==> src/rtl/reg_file_reader.sv <==
// Streams a block of consecutive registers from a 16x32 register file read mux
// onto a valid/ready output port, one beat per cycle when the consumer is ready.
module reg_file_reader (
    input  logic        clk,
    input  logic        reset,
    input  logic        start,
    input  logic [3:0]  first_reg,
    input  logic [4:0]  count,
    output logic [3:0]  rd_sel,
    input  logic [31:0] rd_data,
    output logic        out_valid,
    input  logic        out_ready,
    output logic [31:0] out_data,
    output logic [3:0]  out_index,
    output logic        out_last,
    output logic        busy,
    output logic        done
);

    typedef enum logic [1:0] {
        S_IDLE,
        S_STREAM,
        S_FINISH
    } state_t;

    state_t      r_state;
    state_t      w_state_next;
    logic [3:0]  r_ptr;
    logic [4:0]  r_remaining;
    logic        r_out_valid;
    logic [31:0] r_out_data;
    logic [3:0]  r_out_index;
    logic        r_out_last;

    logic        w_load;
    logic        w_xfer;
    logic        w_start_block;
    logic [4:0]  w_count_clamped;

    assign w_count_clamped = (count > 5'd16) ? 5'd16 : count;
    assign w_start_block   = (r_state == S_IDLE) && start && (count != 5'd0);
    assign w_xfer          = r_out_valid && out_ready;
    // The output register refills whenever it is empty or being drained this edge.
    assign w_load          = (r_state == S_STREAM) && (r_remaining != 5'd0) &&
                             (!r_out_valid || out_ready);

    always_ff @(posedge clk) begin
        if (reset) begin
            r_state <= S_IDLE;
        end else begin
            r_state <= w_state_next;
        end
    end

    always_comb begin
        w_state_next = r_state;
        case (r_state)
            S_IDLE: begin
                if (start) begin
                    w_state_next = (count == 5'd0) ? S_FINISH : S_STREAM;
                end
            end
            S_STREAM: begin
                if (w_xfer && r_out_last) begin
                    w_state_next = S_FINISH;
                end
            end
            S_FINISH: begin
                w_state_next = S_IDLE;
            end
            default: begin
                w_state_next = S_IDLE;
            end
        endcase
    end

    always_ff @(posedge clk) begin
        if (reset) begin
            r_ptr       <= '0;
            r_remaining <= '0;
            r_out_valid <= 1'b0;
            r_out_data  <= '0;
            r_out_index <= '0;
            r_out_last  <= 1'b0;
        end else begin
            if (w_start_block) begin
                r_ptr       <= first_reg;
                r_remaining <= w_count_clamped;
            end
            if (w_load) begin
                r_out_data  <= rd_data;
                r_out_index <= r_ptr;
                r_out_last  <= (r_remaining == 5'd1);
                r_out_valid <= 1'b1;
                r_ptr       <= r_ptr + 4'd1;
                r_remaining <= r_remaining - 5'd1;
            end else if (w_xfer) begin
                r_out_valid <= 1'b0;
            end
        end
    end

    assign rd_sel    = r_ptr;
    assign out_valid = r_out_valid;
    assign out_data  = r_out_data;
    assign out_index = r_out_index;
    assign out_last  = r_out_last;
    assign busy      = (r_state == S_STREAM);
    assign done      = (r_state == S_FINISH);

endmodule

==> config.mk <==
export PLATFORM = sky130hd
export DESIGN_NAME = reg_file_reader
export DESIGN_NICKNAME = d
export VERILOG_FILES = /design/src/rtl/reg_file_reader.sv
export SDC_FILE = /design/constraint.sdc
export NUM_CORES = 1
export LEC_CHECK = 0
export ABC_AREA = 1
export CORE_ASPECT_RATIO = 1.5
export CORE_MARGIN = 4
export CORE_UTILIZATION = 35
export CTS_BUF_LIST = sky130_fd_sc_hd__clkbuf_16
export CTS_CLUSTER_DIAMETER = 80
export DETAILED_ROUTE_END_ITERATION = 8
export HOLD_SLACK_MARGIN = 0.06
export PLACE_DENSITY = 0.71
export SYNTH_ARGS = -nofsm -noshare
export SYNTH_HDL_FRONTEND = slang
export SYNTH_SLANG_ARGS = --single-unit
==> constraint.sdc <==
create_clock -name clk -period 1.4 [get_ports clk]
set_input_delay 0.42 -clock clk [delete_from_list [all_inputs] [get_ports clk]]
set_output_delay 0.42 -clock clk [all_outputs]
set_load 0.01 [all_outputs]
==> results by group, run 1 <==
Status
  – Status: finished with violations
  – Failing checks: setup timing

Layout
  – Area growth syn-to-layout: 91.8%
  – N_diodes: 0
  – Share of post-route cells with drive strength above 1: 35.1%
  – Leading cell types in the layout, fill and taps excluded: nand2_1 (61), dfxtp_1 (44), dlygate4sd2_1 (42)
  – Net count, final: 475
  – Cell area after layout: 0.00399 sq mm
  – Fillers: roughly 480
  – Commonest non-fill, non-tap cell in the layout: nand2_1

Die
  – Total core area: 0.00579 sq mm
  – Initial core utilization: 35.9%
  – I/O pins: 89
  – FP Rows: 34
  – Die H: ~100 um
  – Die area: 0.00726 sq mm
  – Die span in x: roughly 71 um

Power and ir drop
  – Switching power: about 1.4 mW
  – Sw frac: 31.6%
  – Comb power frac: 38.3%
  – Power density cells: 1140 mW/mm^2
  – Internal Power: 3.11 mW
  – VDD IR-drop max: roughly 0.74 mV
  – Sequential Power Share: 36.0%
  – Total Power: 4.55 mW
  – Leak: approximately 1.8 nW
  – Clk network pwr share: 25.7%

STA
  – Fin Clk Skew: 0.00532 ns
  – Fin Hold WS: ~0.46 ns
  – Final min period: 1.55 ns
  – Final slew viol count: 0
  – Worst slew pin tran: approximately 0.29 ns
  – Peak Freq: between 600 and 700 MHz
  – Setup ws final: -0.148 ns
  – Final setup vio count: 46
  – RSZ-0062 raised after global routing: true
  – Max-slew headroom: 80.7%
  – Final Hold Vio Count: 0
  – TNS Setup: -3.27 ns
  – Final period util: 111%

Clocking
  – CTS clk-pin slew, worst paths: 0.06 ns
  – Htree depth: 2
  – Total CTS buffers: 5
  – Sink Count: 49
  – CTS Root Cell: clkbuf_16
  – Hold-fix buffer count after cts: 0
  – Worst-skew pair later-pin latency: 0.29 ns
  – CTS tree: yes
  – Longest Clk Path Bufs: 2

GRT
  – Total congestion overflow: 0
  – GRT Util Overall: between 10% and 20%
  – Met3 usage in global routing: 3.64%
  – Initial antenna violation count: 0
  – GR Layer Usage met2: 35.7%
  – GR peak layer: met2
  – Vias in the first global route: 2335
  – First-pass GRT wire length: 11200 um
  – Largest net degree at the start of global routing: 17
  – Met1 usage: 22.5%

Detailed routing
  – Total routed wirelength: around 7200 um
  – Pre-antenna DRT Iters: 4
  – Starting DRT DRC Count: 102
  – DRT antenna net count: 0
  – Post-route DRC: 0
  – DR WL/cell: 14.4 um
  – Vias: roughly 2400
  – Vias per cell: 4.73

Place
  – Post-DP HPWL: 4370 um
  – Placer Congestion: around 0.9
  – Setup WS pre-CTS: -0.428 ns
  – Port bufs: 88
  – Cell area after placement: 0.00325 sq mm

Worst setup path
  – Nature of the critical path startpoint: register
  – Worst r2r src: r_remaining[1]
  – CP Cell Sequence: inv_2 -> ha_4 -> inv_2 -> nor2_4 -> nand2_2 -> nand3_4 -> buf_6 -> buf_6 -> nand2_2 -> o21ai_2 -> nor2_1 -> nor2_1
  – WP depth: 12
  – Crit path buf inv count: 4
  – Crit-path max FO: 7
  – Worst reg2reg path depth: 12
  – CP endpoint kind: register
  – Crit path arrival time: about 1.7 ns
  – Delay-heaviest family, CP: simple AND/OR/NAND/NOR gates
  – Worst stage delay on the critical path: between 0.3 and 0.4 ns
  – R2R setup slack: -0.15 ns
  – Worst endpoint required time: approximately 1.6 ns
  – CP Class: reg2reg
  – Slowest stage cell, crit path: dfxtp_2
  – RR Endpoint: rd_sel[2]

Yosys
  – Ys Warns: 0
  – Cell variety after synth: 24
  – Seq/Total Area, Yosys: 47.2%
  – Syn nets: 339
  – Seq cells post-synth: 49
  – Syn_area_per_cell: 7.17 sq um
  – Cells after Synth: 290
  – Mapped Area: 0.00208 sq mm

Worst hold path
  – Worst Hold End: out_data[12]
  – Worst Min Path Start: out_data[12]
  – Hold Path Class: reg2reg
  – WHS Path Cells: 2

Job
  – Max cap viols: 0
flip-flops by register name, indices dropped and copies added, names as in the netlist:
| name | flops |
|---|---|
| out_data | 32 |
| r_remaining | 5 |
| out_index | 4 |
| rd_sel | 4 |
| r_state | 2 |
| out_last | 1 |
| out_valid | 1 |
area by class of cell:
| type | count | area [sq um] | area share, % |
|---|---|---|---|
| well taps | 72 | 90.1 | 2.26 |
| flip-flops and latches | 49 | 987 | 24.8 |
| multi-input cells | 205 | 1210 | 30.4 |
| clock inverters | 3 | 17.5 | 0.440 |
| inverters | 23 | 91.3 | 2.29 |
| repair buffers | 142 | 1460 | 36.7 |
| clock buffers | 5 | 125 | 3.14 |
stage by stage:
step	utilization, %	std cells
final	68.9	499
after global routing	68.9	499
after detailed placement	56.1	467
after CTS	65.7	493
after global placement	56.1	467
after floorplan	-	290
synth_stat cells:
| cell type | instances | area share [%] |
|---|---|---|
| nand2_1 | 105 | 19 |
| dfxtp_1 | 49 | 47 |
| a21oi_1 | 40 | 9.6 |
| nor2_1 | 23 | 4.2 |
| inv_1 | 21 | 3.8 |
| nand3_1 | 14 | 3.4 |
| o21ai_0 | 6 | 1.4 |
| buf_4 | 5 | 1.8 |
| buf_2 | 4 | 0.96 |
| clkbuf_1 | 4 | 0.72 |
| ha_1 | 4 | 2.4 |
| inv_2 | 2 | 0.36 |
| nand4_1 | 2 | 0.60 |
| buf_1 | 1 | 0.18 |
| nand2_2 | 1 | 0.30 |
| nand3_4 | 1 | 0.84 |
| nor2_2 | 1 | 0.30 |
| nor2_8 | 1 | 0.96 |
| nor3_1 | 1 | 0.24 |
| o21ai_1 | 1 | 0.24 |
| o21bai_1 | 1 | 0.36 |
| or2_0 | 1 | 0.30 |
| xnor2_1 | 1 | 0.42 |
| xor2_1 | 1 | 0.42 |
layer usage:
layer	vias to the layer above	share of wire, %
li1	1186	-
met1	1099	39
met2	63	55
met3	10	4.8
met4	0	2.0
met5	-	0
logic make-up (layout without fill, tap and decap cells):
family / after synthesis / count (layout) / synth area share (%)
AO/OA/AOI/OAI: 48 / 48 / 11.7
XOR/XNOR: 2 / 2 / 0.843
adder cells (fa/ha/maj): 4 / 4 / 2.41
buffers and inverters: 37 / 173 / 7.83
flip-flops: 49 / 49 / 47.2
AND/OR/NAND/NOR: 150 / 151 / 30.0
repair_timing:
item | 4_1_cts | 5_1_grt
endpoints found under the hold margin | 0 | 0
gates resized for setup | 129 | 53
pin swaps | 27 | 17
setup endpoints to repair | 91 | 50
buffers inserted | 11 | 7
gates cloned | 7 | 1
power groups by stage:
stage	combinational, mW	clock (mW)	sequential [mW]
floorplan	0.529	0	1.70
global placement	1.20	0	1.64
detailed placement	1.22	0	1.64
CTS	1.58	1.20	1.62
global route	1.89	1.24	1.65
finish	1.74	1.17	1.63
worst reg2reg max path: stages, from the launching register on:
cell,delay (ns)
dfxtp_2,0.33
inv_2,0.05
ha_4,0.15
inv_2,0.06
nor2_4,0.04
nand2_2,0.09
nand3_4,0.15
buf_6,0.17
buf_6,0.11
nand2_2,0.06
o21ai_2,0.06
nor2_1,0.10
nor2_1,0.05
worst max-delay path by stage:
stage | startpoint | to | slack, ns
5_1_grt | r_remaining[0] | rd_sel[2] | -0.21
3_3_place_gp | out_ready | rd_sel[1] | -0.39
4_1_cts | r_remaining[1] | out_data[2] | -0.13
3_5_place_dp | start | rd_sel[2] | -0.43
6_report | r_remaining[1] | rd_sel[2] | -0.15
2_1_floorplan | r_remaining[0] | rd_sel[3] | -0.008
(Power assumes the default switching activity.)
==> run 2: changes to the inputs <==
- ABC_AREA: 1 -> default
- PLACE_DENSITY: 0.71 -> 0.72
==> run 2 against run 1 <==
  * Setup slack worse by 0.17 ns
  * Global-route usage is 2.9 points lower
  * First-iteration DRC count is 36% lower
  * Final cell count is 13% lower
  * The run still ends with setup timing left
  * Wire length is 22% lower
  * Sequential share of layout area is 4.7 points higher
  * Critical path type unchanged
  * Combinational power is 44% lower
  * Critical path depth is 6 lower
==> results by group, run 2 <==
Die
  – I/O pins: 89
  – Die span in x: between 60 and 70 um
  – FP Rows: 33
  – Total core area: 0.00545 sq mm
  – Initial core utilization: 35.9%
  – Die H: 99.5 um
  – Die area: about 0.007 sq mm

Worst setup path
  – Nature of the critical path startpoint: register
  – CP Cell Sequence: inv_2 -> ha_4 -> or4b_4 -> and3_4 -> or3_4 -> o32ai_2
  – Delay-heaviest family, CP: simple AND/OR/NAND/NOR gates
  – Worst stage delay on the critical path: between 0.4 and 0.5 ns
  – Crit-path max FO: 7
  – Slowest stage cell, crit path: or4b_4
  – Crit path arrival time: 1.91 ns
  – CP endpoint kind: register
  – Worst endpoint required time: about 1.6 ns
  – Crit path buf inv count: 1
  – CP Class: reg2reg

Worst hold path
  – Hold Path Class: reg2reg

Clocking
  – CTS tree: yes
  – CTS Root Cell: clkbuf_16
  – Worst-skew pair later-pin latency: 0.28 ns
  – CTS clk-pin slew, worst paths: 0.06 ns
  – Total CTS buffers: 5
  – Hold-fix buffer count after cts: 0
  – Sink Count: 49
  – Htree depth: 2
  – Longest Clk Path Bufs: 2

Yosys
  – Syn_area_per_cell: approximately 8 sq um
  – Cells after Synth: between 200 and 250
  – Synth area leader: dfxtp_1
  – Number of synthesized flops with an enable pin: 0
  – Share of the synthesized area in the top cell type: 50.2%
  – Most common cell in the netlist: nand2_1
  – Cell variety after synth: 33
  – Seq/Total Area, Yosys: 50.2%
  – Ys Warns: 0
  – Syn nets: 294
  – Seq cells post-synth: 49
  – Async SR Flop Fraction: 0%
  – Most used DFF post-synth: dfxtp_1
  – Synth area leaders: dfxtp_1 (50%), nand2_1 (15%), a21oi_1 (11%)
  – Mapped Area: 0.00195 sq mm
  – Top cells by instance count after synthesis: nand2_1 (77), dfxtp_1 (49), a21oi_1 (43), clkbuf_1 (10), nand3_1 (9)

STA
  – Final Hold Vio Count: 0
  – Peak Freq: ~580 MHz
  – RSZ-0062 raised after global routing: true
  – Final slew viol count: 0
  – Final setup vio count: 46
  – Final period util: 123%
  – Max-slew headroom: 81.0%
  – Worst slew pin tran: around 0.28 ns
  – Fin Clk Skew: 0.00422 ns
  – Setup ws final: -0.316 ns
  – Final min period: 1.72 ns

Detailed routing
  – Vias: about 2100
  – Starting DRT DRC Count: 65
  – Pre-antenna DRT Iters: 4
  – Total routed wirelength: 5600 um
  – Post-route DRC: 0
  – DR WL/cell: between 10 and 15 um
  – Vias per cell: 4.78
  – DRT antenna net count: 0

Power and ir drop
  – Power density cells: approximately 1100 mW/mm^2
  – Leak: 1.49 nW
  – VDD IR-drop max: ~0.6 mV

GRT
  – Vias in the first global route: between 2000 and 2500
  – Initial antenna violation count: 0
  – GRT Util Overall: 16.7%
  – Total congestion overflow: 0
  – First-pass GRT wire length: roughly 9600 um
  – Largest net degree at the start of global routing: 25

Place
  – DP Cell Count: 423
  – Post-DP HPWL: 4100 um
  – Port bufs: 88
  – Placer Congestion: roughly 0.73
  – Cell area after placement: between 0.003 and 0.004 sq mm

Layout
  – Max reg flops: 32
  – Area growth syn-to-layout: 71.8%
  – Share of post-route cells with drive strength above 1: 21.0%
  – N_diodes: 0
  – Final cell count without fillers: 436
  – Cell area after layout: 0.00336 sq mm
  – Commonest non-fill, non-tap cell in the layout: nand2_1
  – Leading cell types in the layout, fill and taps excluded: nand2_1 (77), dfxtp_1 (45), dlygate4sd2_1 (44)
  – Net count, final: 414

Job
  – Max cap viols: 0

Status
  – Failing checks: setup timing
  – Status: finished with violations
run 2: changes by cell type after synthesis, sizes merged, moves of 3 or more:
cell	before	now
nand2	106	77
nor2	25	4
inv	23	4
clkbuf	4	10
nand3	15	9
a31oi	0	4
buf	10	6
nor2b	0	4
o21ai	7	3
a211oi	0	3
a21oi	40	43
nor3	1	4
or3	0	3
run 2: cell families (layout without fill, tap and decap cells):
group / count (synthesis) / in the layout / synth area share [%]
AO/OA/AOI/OAI: 59 / 59 / 16.7
adder cells (fa/ha/maj): 4 / 4 / 2.56
multiplexers: 1 / 1 / 0.576
XOR/XNOR: 1 / 1 / 0.448
flip-flops: 49 / 49 / 50.2
AND/OR/NAND/NOR: 111 / 112 / 25.0
buffers and inverters: 20 / 140 / 4.55
run 2: worst min-delay path, delay by kind of cell, from the launching register on:
| family | cells | cell delay [ns] |
|---|---|---|
| AOI/OAI and AO/OA | 1 | 0.05 |
| and+or+nand+nor | 1 | 0.05 |
| DFF | 1 | 0.31 |
run 2: path summary, 6_finish.rpt:
check                               startpoint        endpoint  slack (ns)  cells after the start
worst max-delay path            r_remaining[1]  r_remaining[0]       -0.32                      6
worst max register to register  r_remaining[1]  r_remaining[0]       -0.32                      6
worst min register to register    out_data[18]    out_data[18]        0.45                      2
worst min-delay path              out_data[18]    out_data[18]        0.45                      2
run 2: report_power, final:
part           internal [mW]  switching [mW]  total (mW)
Combinational          0.518           0.462       0.980
Sequential              1.51          0.0559        1.57
Clock                  0.665           0.515        1.18
run 2: metal layers:
metal	vias to the layer above	part of all wire (%)	global-route usage (%)
li1	1063	-	-
met1	941	40	17.8
met2	75	52	31.3
met3	6	6.8	5.16
met4	0	1.0	4.51
met5	-	0	0
run 2: final cells by class:
type                            instances  area [sq um]
Clock buffer                            5           125
Clock inverter                          3          21.3
Fill cell                             504          2090
Inverter                                4          15.0
Multi-Input combinational cell        177           968
Sequential cell                        49           988
Tap cell                               70          87.6
Timing Repair Buffer                  128          1150
run 2: timing repair:
item,CTS,global route
setup buffers,4,0
endpoints found under the hold margin,0,0
endpoints found under the setup margin,92,48
pin swaps,3,2
gates resized for setup,78,6
cloned,1,0
run 2: per-stage QoR:
stage | utilization [%] | TNS, ns | setup WS [ns] | hold slack (ns) | total power [mW]
after global placement | 58.3 | -23.29 | -0.730 | 0.438 | 2.57
after CTS | 61.4 | -12.41 | -0.324 | 0.437 | 3.77
after floorplan | - | -11.85 | -0.338 | 0.428 | 2.06
final | 61.6 | -10.75 | -0.316 | 0.447 | 3.72
after global routing | 61.6 | -15.43 | -0.397 | 0.468 | 3.93
after detailed placement | 58.3 | -24.86 | -0.750 | 0.442 | 2.59
==> patch, RTL diff (flow settings as in run 2) <==
Make the reset (`reset`) asynchronous in 2 clocked blocks.
--- a/src/rtl/reg_file_reader.sv
+++ b/src/rtl/reg_file_reader.sv
@@ -45,5 +45,5 @@
                              (!r_out_valid || out_ready);
 
-    always_ff @(posedge clk) begin
+    always_ff @(posedge clk or posedge reset) begin
         if (reset) begin
             r_state <= S_IDLE;
@@ -75,5 +75,5 @@
     end
 
-    always_ff @(posedge clk) begin
+    always_ff @(posedge clk or posedge reset) begin
         if (reset) begin
             r_ptr       <= '0;
Formal check against the unedited RTL: differs if reset is asserted again (counterexample within 4 cycles, from zero or initial values and one cycle with reset high); with reset held inactive, the same outputs for 10 cycles.
==> patch against run 2 <==
- sequential cell count unchanged
- routed wire length increased by 11%
- first-iteration DRC count grew 38%
- core utilization up 2.8 points
- the run still ends with setup timing left
- count of clock-buffer cells in the layout is the same
- global-route usage shrank 1.4 points
- die area increased by 8.1%
- cell area rose by 13%
- worst setup slack got worse by 46 ps
- area after synthesis increased by 9.0%
Power is not compared: it rests on default switching activity, and its combinational part moved more than twofold at a synthesized area within 25%.
==> patch: results (changes against run 2) <==
[metrics] maximum fanout count along the critical path: 8 (was 7)
[metrics] Place WS: -716 ps (was -750 ps)
[metrics] sequential cell area fraction in the yosys report: 0.575 (was 0.502)
[metrics] pin count of the biggest net entering global routing: 32 (was 25)
[metrics] final number of setup-violating endpoints: 47 (was 46)
[metrics] fraction of final layout cells sized beyond drive strength 1: 0.241 (was 0.210)
[metrics] Post-Syn Instances: 237 (was 245)
[metrics] Post-synth ARST share: 1.00 (was 0)
[metrics] final worst-path setup slack: -362 ps (was -316 ps)
[metrics] top cells by count, synth: sky130_fd_sc_hd__nand2_1 (118), sky130_fd_sc_hd__dfrtp_1 (49), sky130_fd_sc_hd__buf_2 (9) (was sky130_fd_sc_hd__nand2_1 (77), sky130_fd_sc_hd__dfxtp_1 (49), sky130_fd_sc_hd__a21oi_1 (43))
[metrics] outcome: finished with violations (unchanged)
[metrics] classification of the worst-slack hold path: input port to flip-flop (was flip-flop to flip-flop)
[metrics] leading post-synthesis cells by cell area: sky130_fd_sc_hd__dfrtp_1 (58%), sky130_fd_sc_hd__nand2_1 (21%), sky130_fd_sc_hd__ha_1 (2.3%) (was sky130_fd_sc_hd__dfxtp_1 (50%), sky130_fd_sc_hd__nand2_1 (15%), sky130_fd_sc_hd__a21oi_1 (11%))
[metrics] first-iteration detailed-routing DRC count: 90 (was 65)
[metrics] first-pass GRT wire length: 9180 µm (was 9600 µm)
[metrics] final sum of negative setup slack: -14400 ps (was -10750 ps)
[metrics] delay contributed by the slowest stage of the critical path: 500 ps (was 480 ps)
[metrics] total global-route track usage: 0.152 (was 0.167)
[metrics] final setup skew: 4.83 ps (was 4.22 ps)
[metrics] number of distinct standard cells referenced by the synthesized netlist: 32 (was 33)
[metrics] violated checks: setup timing (unchanged)
[metrics] final HPWL from detailed placement: 4350 µm (was 4100 µm)
[metrics] vias per inst: 4.74 (was 4.78)
[metrics] min-delay src: count[0] (was out_data[18])
[metrics] post-synthesis net count: 286 (was 294)
[metrics] Avg WL per Cell: 14.1 µm (was 12.9 µm)
## patch: changes by cell type after synthesis, moves of 3 or more
| cell | run 2 | this run |
|---|---|---|
| sky130_fd_sc_hd__dfrtp_1 | 0 | 49 |
| sky130_fd_sc_hd__dfxtp_1 | 49 | 0 |
| sky130_fd_sc_hd__nand2_1 | 77 | 118 |
| sky130_fd_sc_hd__a21oi_1 | 43 | 4 |
| sky130_fd_sc_hd__clkbuf_1 | 10 | 0 |
| sky130_fd_sc_hd__o21ai_0 | 1 | 6 |
| sky130_fd_sc_hd__buf_2 | 5 | 9 |
| sky130_fd_sc_hd__nand3_1 | 9 | 5 |
| sky130_fd_sc_hd__a211oi_1 | 3 | 0 |
| sky130_fd_sc_hd__or3_1 | 3 | 0 |
## patch: power by group through the flow
stage | Combinational [mW] | Sequential [mW] | Clock, mW
6_report | 4.52 | 2.45 | 1.32
2_1_floorplan | 1.62 | 2.82 | 0
3_3_place_gp | 4.08 | 2.45 | 0
5_1_grt | 4.94 | 2.54 | 1.40
4_1_cts | 3.81 | 2.43 | 1.34
3_5_place_dp | 4.14 | 2.48 | 0
## patch: cell type report
type / instances / area (µm²)
Multi-Input combinational cell: 175 / 982
Timing Repair Buffer: 133 / 1300
Inverter: 5 / 22.5
Fill cell: 481 / 2090
Tap cell: 72 / 90.1
Clock inverter: 3 / 37.5
Clock buffer: 5 / 125
Sequential cell: 49 / 1230
## patch: path summary, 6_finish.rpt
path | end | slack [ps] | cells past startpoint
worst max-delay path | rd_sel[1] | -360 | 7
worst min-delay path | r_remaining[0] | 420 | 3
worst max register to register | rd_sel[1] | -360 | 7
worst min register to register | out_data[18] | 470 | 2
max in group asynchronous | out_data[27] | 640 | 3
min in group asynchronous | out_index[2] | 520 | 3
## patch: kinds of logic after synthesis
logic type / Yosys count / share of synthesized area
AO/OA/AOI/OAI: 21 / 0.0681
XOR/XNOR: 1 / 0.00411
adder cells (fa/ha/maj): 4 / 0.0235
buffers and inverters: 14 / 0.0299
flip-flops: 49 / 0.575
AND/OR/NAND/NOR: 148 / 0.299
## patch: critical path, delay by kind of cell, from the launching register on
family	cells	cell delay, ps
buf+inv	2	230
flops	1	390
simple gates	2	740
compound gates	2	170
fa+ha+maj	1	120
## patch: timing repair
item | CTS | global route
resized for setup | 68 | 50
cloned | 1 | 2
setup buffers | 2 | 9
hold buffers | 0 | 0
endpoints found under the setup margin | 92 | 64
endpoints found under the hold margin | 0 | 0
pin swaps | 3 | 13
## patch: metal layers
metal / track usage / vias up / wire length, µm / share of wire
li1: - / 1033 / - / -
met1: 0.188 / 978 / 2380 / 0.38
met2: 0.257 / 69 / 3280 / 0.53
met3: 0.0329 / 16 / 358 / 0.058
met4: 0.0551 / 0 / 204 / 0.033
met5: 0 / - / 0 / 0
